[src/rtl/pc_pkg.sv]
// Shared types and constants for the program-counter generator.
package pc_pkg;

  typedef enum logic [1:0] {
    ST_BOOT   = 2'd0,
    ST_RUN    = 2'd1,
    ST_BUBBLE = 2'd2
  } pc_state_e;

  localparam logic [31:0] DEF_RESET_VEC = 32'hbfc00000;
  localparam logic [31:0] DEF_EXC_VEC   = 32'hbfc00380;
  localparam int unsigned INSN_SIZE     = 32'd4;

endpackage

[src/rtl/pc_ras.sv]
// Circular return-address stack: a push on a full stack overwrites the oldest entry.
module pc_ras
  import pc_pkg::*;
#(
  parameter int XLEN  = 32,
  parameter int DEPTH = 4,
  localparam int PW   = $clog2(DEPTH)
) (
  input  logic            CLK,
  input  logic            reset,
  input  logic            push,
  input  logic            pop,
  input  logic [XLEN-1:0] push_data,
  output logic [XLEN-1:0] top,
  output logic            empty,
  output logic [PW:0]     count
);

  logic [XLEN-1:0] mem_q [DEPTH];
  logic [XLEN-1:0] mem_d [DEPTH];
  logic [PW-1:0]   sp_q, sp_d;
  logic [PW:0]     cnt_q, cnt_d;
  logic            empty_q, empty_d;
  logic [PW-1:0]   top_idx_s;

  assign top_idx_s = sp_q - {{(PW-1){1'b0}}, 1'b1};

  // Next stack state; push+pop on a non-empty stack rewrites the top in place.
  always_comb begin
    mem_d = mem_q;
    sp_d  = sp_q;
    cnt_d = cnt_q;
    if (push && pop && (cnt_q != {(PW+1){1'b0}})) begin
      mem_d[top_idx_s] = push_data;
    end else if (push) begin
      mem_d[sp_q] = push_data;
      sp_d        = sp_q + {{(PW-1){1'b0}}, 1'b1};
      if (cnt_q != (PW+1)'(DEPTH)) begin
        cnt_d = cnt_q + {{PW{1'b0}}, 1'b1};
      end else begin
        cnt_d = cnt_q;
      end
    end else if (pop && (cnt_q != {(PW+1){1'b0}})) begin
      sp_d  = top_idx_s;
      cnt_d = cnt_q - {{PW{1'b0}}, 1'b1};
    end else begin
      sp_d = sp_q;
    end
    empty_d = (cnt_d == {(PW+1){1'b0}});
  end

  // Pointer, occupancy and empty flag registers.
  always_ff @(posedge CLK) begin
    if (!reset) begin
      sp_q    <= {PW{1'b0}};
      cnt_q   <= {(PW+1){1'b0}};
      empty_q <= 1'b1;
    end else begin
      sp_q    <= sp_d;
      cnt_q   <= cnt_d;
      empty_q <= empty_d;
    end
  end

  // Entry storage is only read while occupied, so it needs no reset.
  always_ff @(posedge CLK) begin
    mem_q <= mem_d;
  end

  assign top   = mem_q[top_idx_s];
  assign empty = empty_q;
  assign count = cnt_q;

endmodule

[src/rtl/pc_gen.sv]
// Next-PC generator with prioritised redirects, exception bubble and misalignment trap.
// Define PC_GEN_RAS_EN to include the return-address stack (pc_ras).
module pc_gen
  import pc_pkg::*;
#(
  parameter int              XLEN       = 32,
  parameter logic [XLEN-1:0] RESET_VEC  = XLEN'(DEF_RESET_VEC),
  parameter logic [XLEN-1:0] EXC_VEC    = XLEN'(DEF_EXC_VEC),
  parameter int              ALIGN_BITS = 2,
  parameter int              RAS_DEPTH  = 4
) (
  input  logic            CLK,
  input  logic            reset,
  input  logic            fetch_ready,
  input  logic            except,
  input  logic            eret,
  input  logic [XLEN-1:0] epc,
  input  logic            br_taken,
  input  logic [XLEN-1:0] br_pc,
  input  logic            jump,
  input  logic [XLEN-1:0] jump_pc,
  input  logic            call,
  input  logic            ret,
  input  logic [XLEN-1:0] ret_pc,
  output logic [XLEN-1:0] pc,
  output logic            pc_valid,
  output logic            addr_err,
  output logic            ras_empty
);

  localparam logic [XLEN-1:0] ALIGN_MASK = (XLEN'(1) << ALIGN_BITS) - XLEN'(1);
  localparam logic [XLEN-1:0] STEP       = XLEN'(INSN_SIZE);

  pc_state_e       state_q, state_d;
  logic [XLEN-1:0] pc_q, pc_d;
  logic            pc_valid_q, pc_valid_d;
  logic            addr_err_q, addr_err_d;
  logic [XLEN-1:0] redir_tgt_s;
  logic [XLEN-1:0] seq_pc_s;
  logic            to_bubble_s;
  logic            ras_push_s, ras_pop_s, ras_call_s, ras_empty_s;
  logic [XLEN-1:0] ras_top_s;

  assign seq_pc_s = pc_q + STEP;

`ifdef PC_GEN_RAS_EN
  logic [$clog2(RAS_DEPTH):0] ras_count_unused_s;

  assign ras_call_s = call;

  pc_ras #(
    .XLEN  (XLEN),
    .DEPTH (RAS_DEPTH)
  ) u_ras (
    .CLK       (CLK),
    .reset     (reset),
    .push      (ras_push_s),
    .pop       (ras_pop_s),
    .push_data (seq_pc_s),
    .top       (ras_top_s),
    .empty     (ras_empty_s),
    .count     (ras_count_unused_s)
  );
`else
  logic ras_unused_s;

  assign ras_call_s   = 1'b0;
  assign ras_top_s    = {XLEN{1'b0}};
  assign ras_empty_s  = 1'b1;
  assign ras_unused_s = call ^ ras_push_s ^ ras_pop_s;
`endif

  // Next-pc selection; only the winning redirect's target is alignment-checked.
  always_comb begin
    pc_d        = pc_q;
    addr_err_d  = 1'b0;
    to_bubble_s = 1'b0;
    ras_push_s  = 1'b0;
    ras_pop_s   = 1'b0;
    if (eret) begin
      redir_tgt_s = epc;
    end else if (br_taken) begin
      redir_tgt_s = br_pc;
    end else begin
      redir_tgt_s = jump_pc;
    end

    if (except) begin
      pc_d        = EXC_VEC;
      to_bubble_s = 1'b1;
    end else if (eret || br_taken || jump) begin
      if ((redir_tgt_s & ALIGN_MASK) != {XLEN{1'b0}}) begin
        pc_d        = EXC_VEC;
        addr_err_d  = 1'b1;
        to_bubble_s = 1'b1;
      end else begin
        pc_d = redir_tgt_s;
      end
    end else if (ret) begin
      ras_push_s = ras_call_s;
      ras_pop_s  = !ras_empty_s;
      if (ras_empty_s) begin
        pc_d = ret_pc;
      end else begin
        pc_d = ras_top_s;
      end
    end else begin
      ras_push_s = ras_call_s;
      if (pc_valid_q && fetch_ready) begin
        pc_d = seq_pc_s;
      end else begin
        pc_d = pc_q;
      end
    end

    case (state_q)
      ST_BOOT:   state_d = to_bubble_s ? ST_BUBBLE : ST_RUN;
      ST_RUN:    state_d = to_bubble_s ? ST_BUBBLE : ST_RUN;
      ST_BUBBLE: state_d = to_bubble_s ? ST_BUBBLE : ST_RUN;
      default:   state_d = ST_BOOT;
    endcase
    pc_valid_d = (state_d == ST_RUN);
  end

  // State and registered outputs.
  always_ff @(posedge CLK) begin
    if (!reset) begin
      state_q    <= ST_BOOT;
      pc_q       <= RESET_VEC;
      pc_valid_q <= 1'b0;
      addr_err_q <= 1'b0;
    end else begin
      state_q    <= state_d;
      pc_q       <= pc_d;
      pc_valid_q <= pc_valid_d;
      addr_err_q <= addr_err_d;
    end
  end

  assign pc        = pc_q;
  assign pc_valid  = pc_valid_q;
  assign addr_err  = addr_err_q;
  assign ras_empty = ras_empty_s;

endmodule

[config.mk]
export PLATFORM = sky130hd
export DESIGN_NAME = pc_gen
export DESIGN_NICKNAME = d
export VERILOG_FILES = /design/src/rtl/pc_pkg.sv /design/src/rtl/pc_ras.sv /design/src/rtl/pc_gen.sv
export SDC_FILE = /design/constraint.sdc
export NUM_CORES = 1
export LEC_CHECK = 0
export CAP_MARGIN = 15
export CORE_ASPECT_RATIO = 0.8
export CORE_UTILIZATION = 40
export DETAILED_ROUTE_END_ITERATION = 8
export GPL_ROUTABILITY_DRIVEN = 0
export PLACE_DENSITY = 0.93
export SKIP_CTS_REPAIR_TIMING = 1
export SYNTH_ARGS = -nofsm -noshare
export SYNTH_HDL_FRONTEND = slang
export SYNTH_SLANG_ARGS = --single-unit
[constraint.sdc]
create_clock -name CLK -period 2.9 [get_ports CLK]
set_clock_uncertainty 0.15 [all_clocks]
set_input_delay 0.58 -clock CLK [delete_from_list [all_inputs] [get_ports CLK]]
set_output_delay 0.58 -clock CLK [all_outputs]
set_load 0.005 [all_outputs]
==> qor.txt <==
run status -> completed
via count -> 4010
crit start category -> input port
Initial DRT Pass Iterations -> 6
cell row count -> 28
CTS root buf -> clkbuf_8
commonest non-fill, non-tap cells in the layout -> clkdlybuf4s50_1, nand2_1, o21ai_0, a21oi_1, dfxtp_1
top_reg_cell synth -> dfxtp_1
RSZ-0062 raised after global routing -> no
Yosys warning count -> 0
Synth area leader -> dfxtp_1
die area -> 8090 um2
Max FO, Critical Path -> 8
leak pwr -> 1.86 nW
total wire length -> 11900 um
Initial Util -> 41.7%
Hold Slack -> 0.378 ns
CP Cell Sequence -> clkdlybuf4s50_1 -> o21ai_0 -> a221oi_1 -> nor2_1 -> o311ai_0 -> o311a_1
Final Max Slew Viols -> 0
GR Util All Layers -> 28.1%
proportion of layout cells with a drive suffix above 1 -> 9.39%
commonest non-fill, non-tap cell in the layout -> clkdlybuf4s50_1
Syn Nets -> 549
flops & latches, synth -> 35
# DRC -> 0
Num CTS Buffers -> 5
Synth Cell Area -> 3090 um2
final worst slack -> 0.420 ns
element type at the critical path end -> flop
CP required -> 3.00 ns
top-area cell type share of the netlist area -> 22.6%
routed wire length per instance -> 17.5 um
initial antenna violation count -> 0
core outline area -> 7430 um2
final setup violation count -> 0
Layout area overhead -> 61.8%
Slew @ Worst Pin -> 0.743 ns
Synth Instances -> 411
CP arrival -> 2.58 ns
die extent in y -> 80.7 um
top post-synthesis cells by area -> dfxtp_1, mux2i_1, o21ai_0, a21oi_1, nand2_1
GRT overflow -> 0
CTS Buffer Depth -> 2
Post-DP HPWL -> 9150 um
Fin. Hold Viols -> 0
Tmin final -> 2.48 ns
pre-CTS setup slack -> 0.127 ns
diodes inserted -> 0
vias in the first global route -> 3721
max cap viols -> 0
Max H-tree Level -> 2
slowest CP cell -> a221oi_1
Mean Syn Cell Area -> 7.53 um2
clk slew on worst S/H paths -> 0.08 ns
Final Util -> 67.4%
PortBufs -> 169
Post-Layout Inst Area -> 5010 um2
TNS Setup -> 0 ns
Area after DPL -> 4920 um2
FMAX -> 0.403 GHz
worst hold path type -> flop to flop
# IOs -> 172
Worst path max stage delay -> 0.68 ns
max_slew headroom -> 50.5%
first-pass GRT wire length -> 18000 um
initial detailed-routing violation count -> 555
clk sinks -> 35
Seq/Total Area, Yosys -> 22.6%
Post-synth EDFFs -> 0
Die Span X -> 100 um
Worst-Skew Late Latency -> 0.30 ns
post-synth cell types -> 68
worst vdd ir -> 0.000184 V
Layout Nets -> 713
number of vias per cell -> 5.90
CP Class -> input port to flop
TritonCTS clock tree -> built
Final ANT Viol Nets -> 0
pwr dens -> 273 nW/um2
fin crit share -> 85.5%
Post-synth ARST share -> 0%
largest net degree at the start of global routing -> 39
## logic make-up after synthesis
| logic type | after synthesis | synth area share, % |
|---|---|---|
| compound gates | 132 | 26.6 |
| xor+xnor | 18 | 5.09 |
| flops | 35 | 22.6 |
| buf+inv | 38 | 5.66 |
| fa+ha+maj | 1 | 0.404 |
| other cells | 1 | 0.121 |
| simple gates | 143 | 25.0 |
| mux | 43 | 14.4 |
## power breakdown
group	switching, mW	total (mW)	internal (mW)	leakage, nW
combinational	0.182	0.467	0.286	1.52
sequential	0.0273	0.526	0.499	0.286
clock	0.188	0.374	0.187	0.0470
## area by class of cell
type                    count  area, um2
fillers                   616       2420
multi-input cells         338       2220
flip-flops and latches     35        701
well taps                 105        131
clock buffers               6       82.6
inverters                   4       15.0
clock inverters             1       5.00
repair buffers            191       1850
## cell usage after synthesis (2+ instances only)
library cell,instances
or4_1,3
a21oi_1,36
buf_2,14
nand4_1,8
and4_1,2
clkbuf_1,17
inv_1,4
a32oi_1,2
or3_1,3
o221ai_1,3
and3_1,6
mux2_2,12
a31oi_1,7
mux2i_1,30
nor2_1,23
a21o_1,4
buf_4,2
nor3_1,8
nor4_1,5
o21ai_0,44
nand2_1,44
dfxtp_1,35
o211ai_1,2
nand3_1,17
nand3b_1,2
o22ai_1,3
nor3_2,3
xor2_1,8
xnor2_1,10
a311oi_1,6
and2_1,5
a211oi_1,4
nor2b_1,3
a2111oi_1,2
## sequential cells by signal, summed over array words and instances, names as in the netlist, named ones only
name	count
pc	30
addr_err	1
state_q	1
pc_valid	1
## per-stage QoR
stage,power [mW],instances
floorplan,0.717,411
global placement,0.985,673
detailed placement,0.999,673
CTS,1.36,680
global route,1.42,680
finish,1.37,680
## worst max-delay path, delay by kind of cell
family | cells | cell delay, ns
compound gates | 4 | 1.20
buf+inv | 1 | 0.67
simple gates | 1 | 0.13
## routing by layer
layer / up-vias / routed length, um / GRT usage (%)
met5: - / 0 / 0
met4: 0 / 245 / 6.52
li1: 1865 / - / -
met1: 1850 / 4760 / 33.8
met3: 30 / 1380 / 8.62
met2: 265 / 5490 / 49.0
## final timing paths
| path | end | cells past startpoint | slack (ns) | startpoint |
|---|---|---|---|---|
| max | pc[7] | 6 | 0.42 | jump |
| min reg2reg | flop | 2 | 0.38 | flop |
| min | flop | 2 | 0.38 | flop |
| max reg2reg | pc[30] | 6 | 0.50 | pc[2] |
No activity file was read; power rests on OpenSTA's default activity.
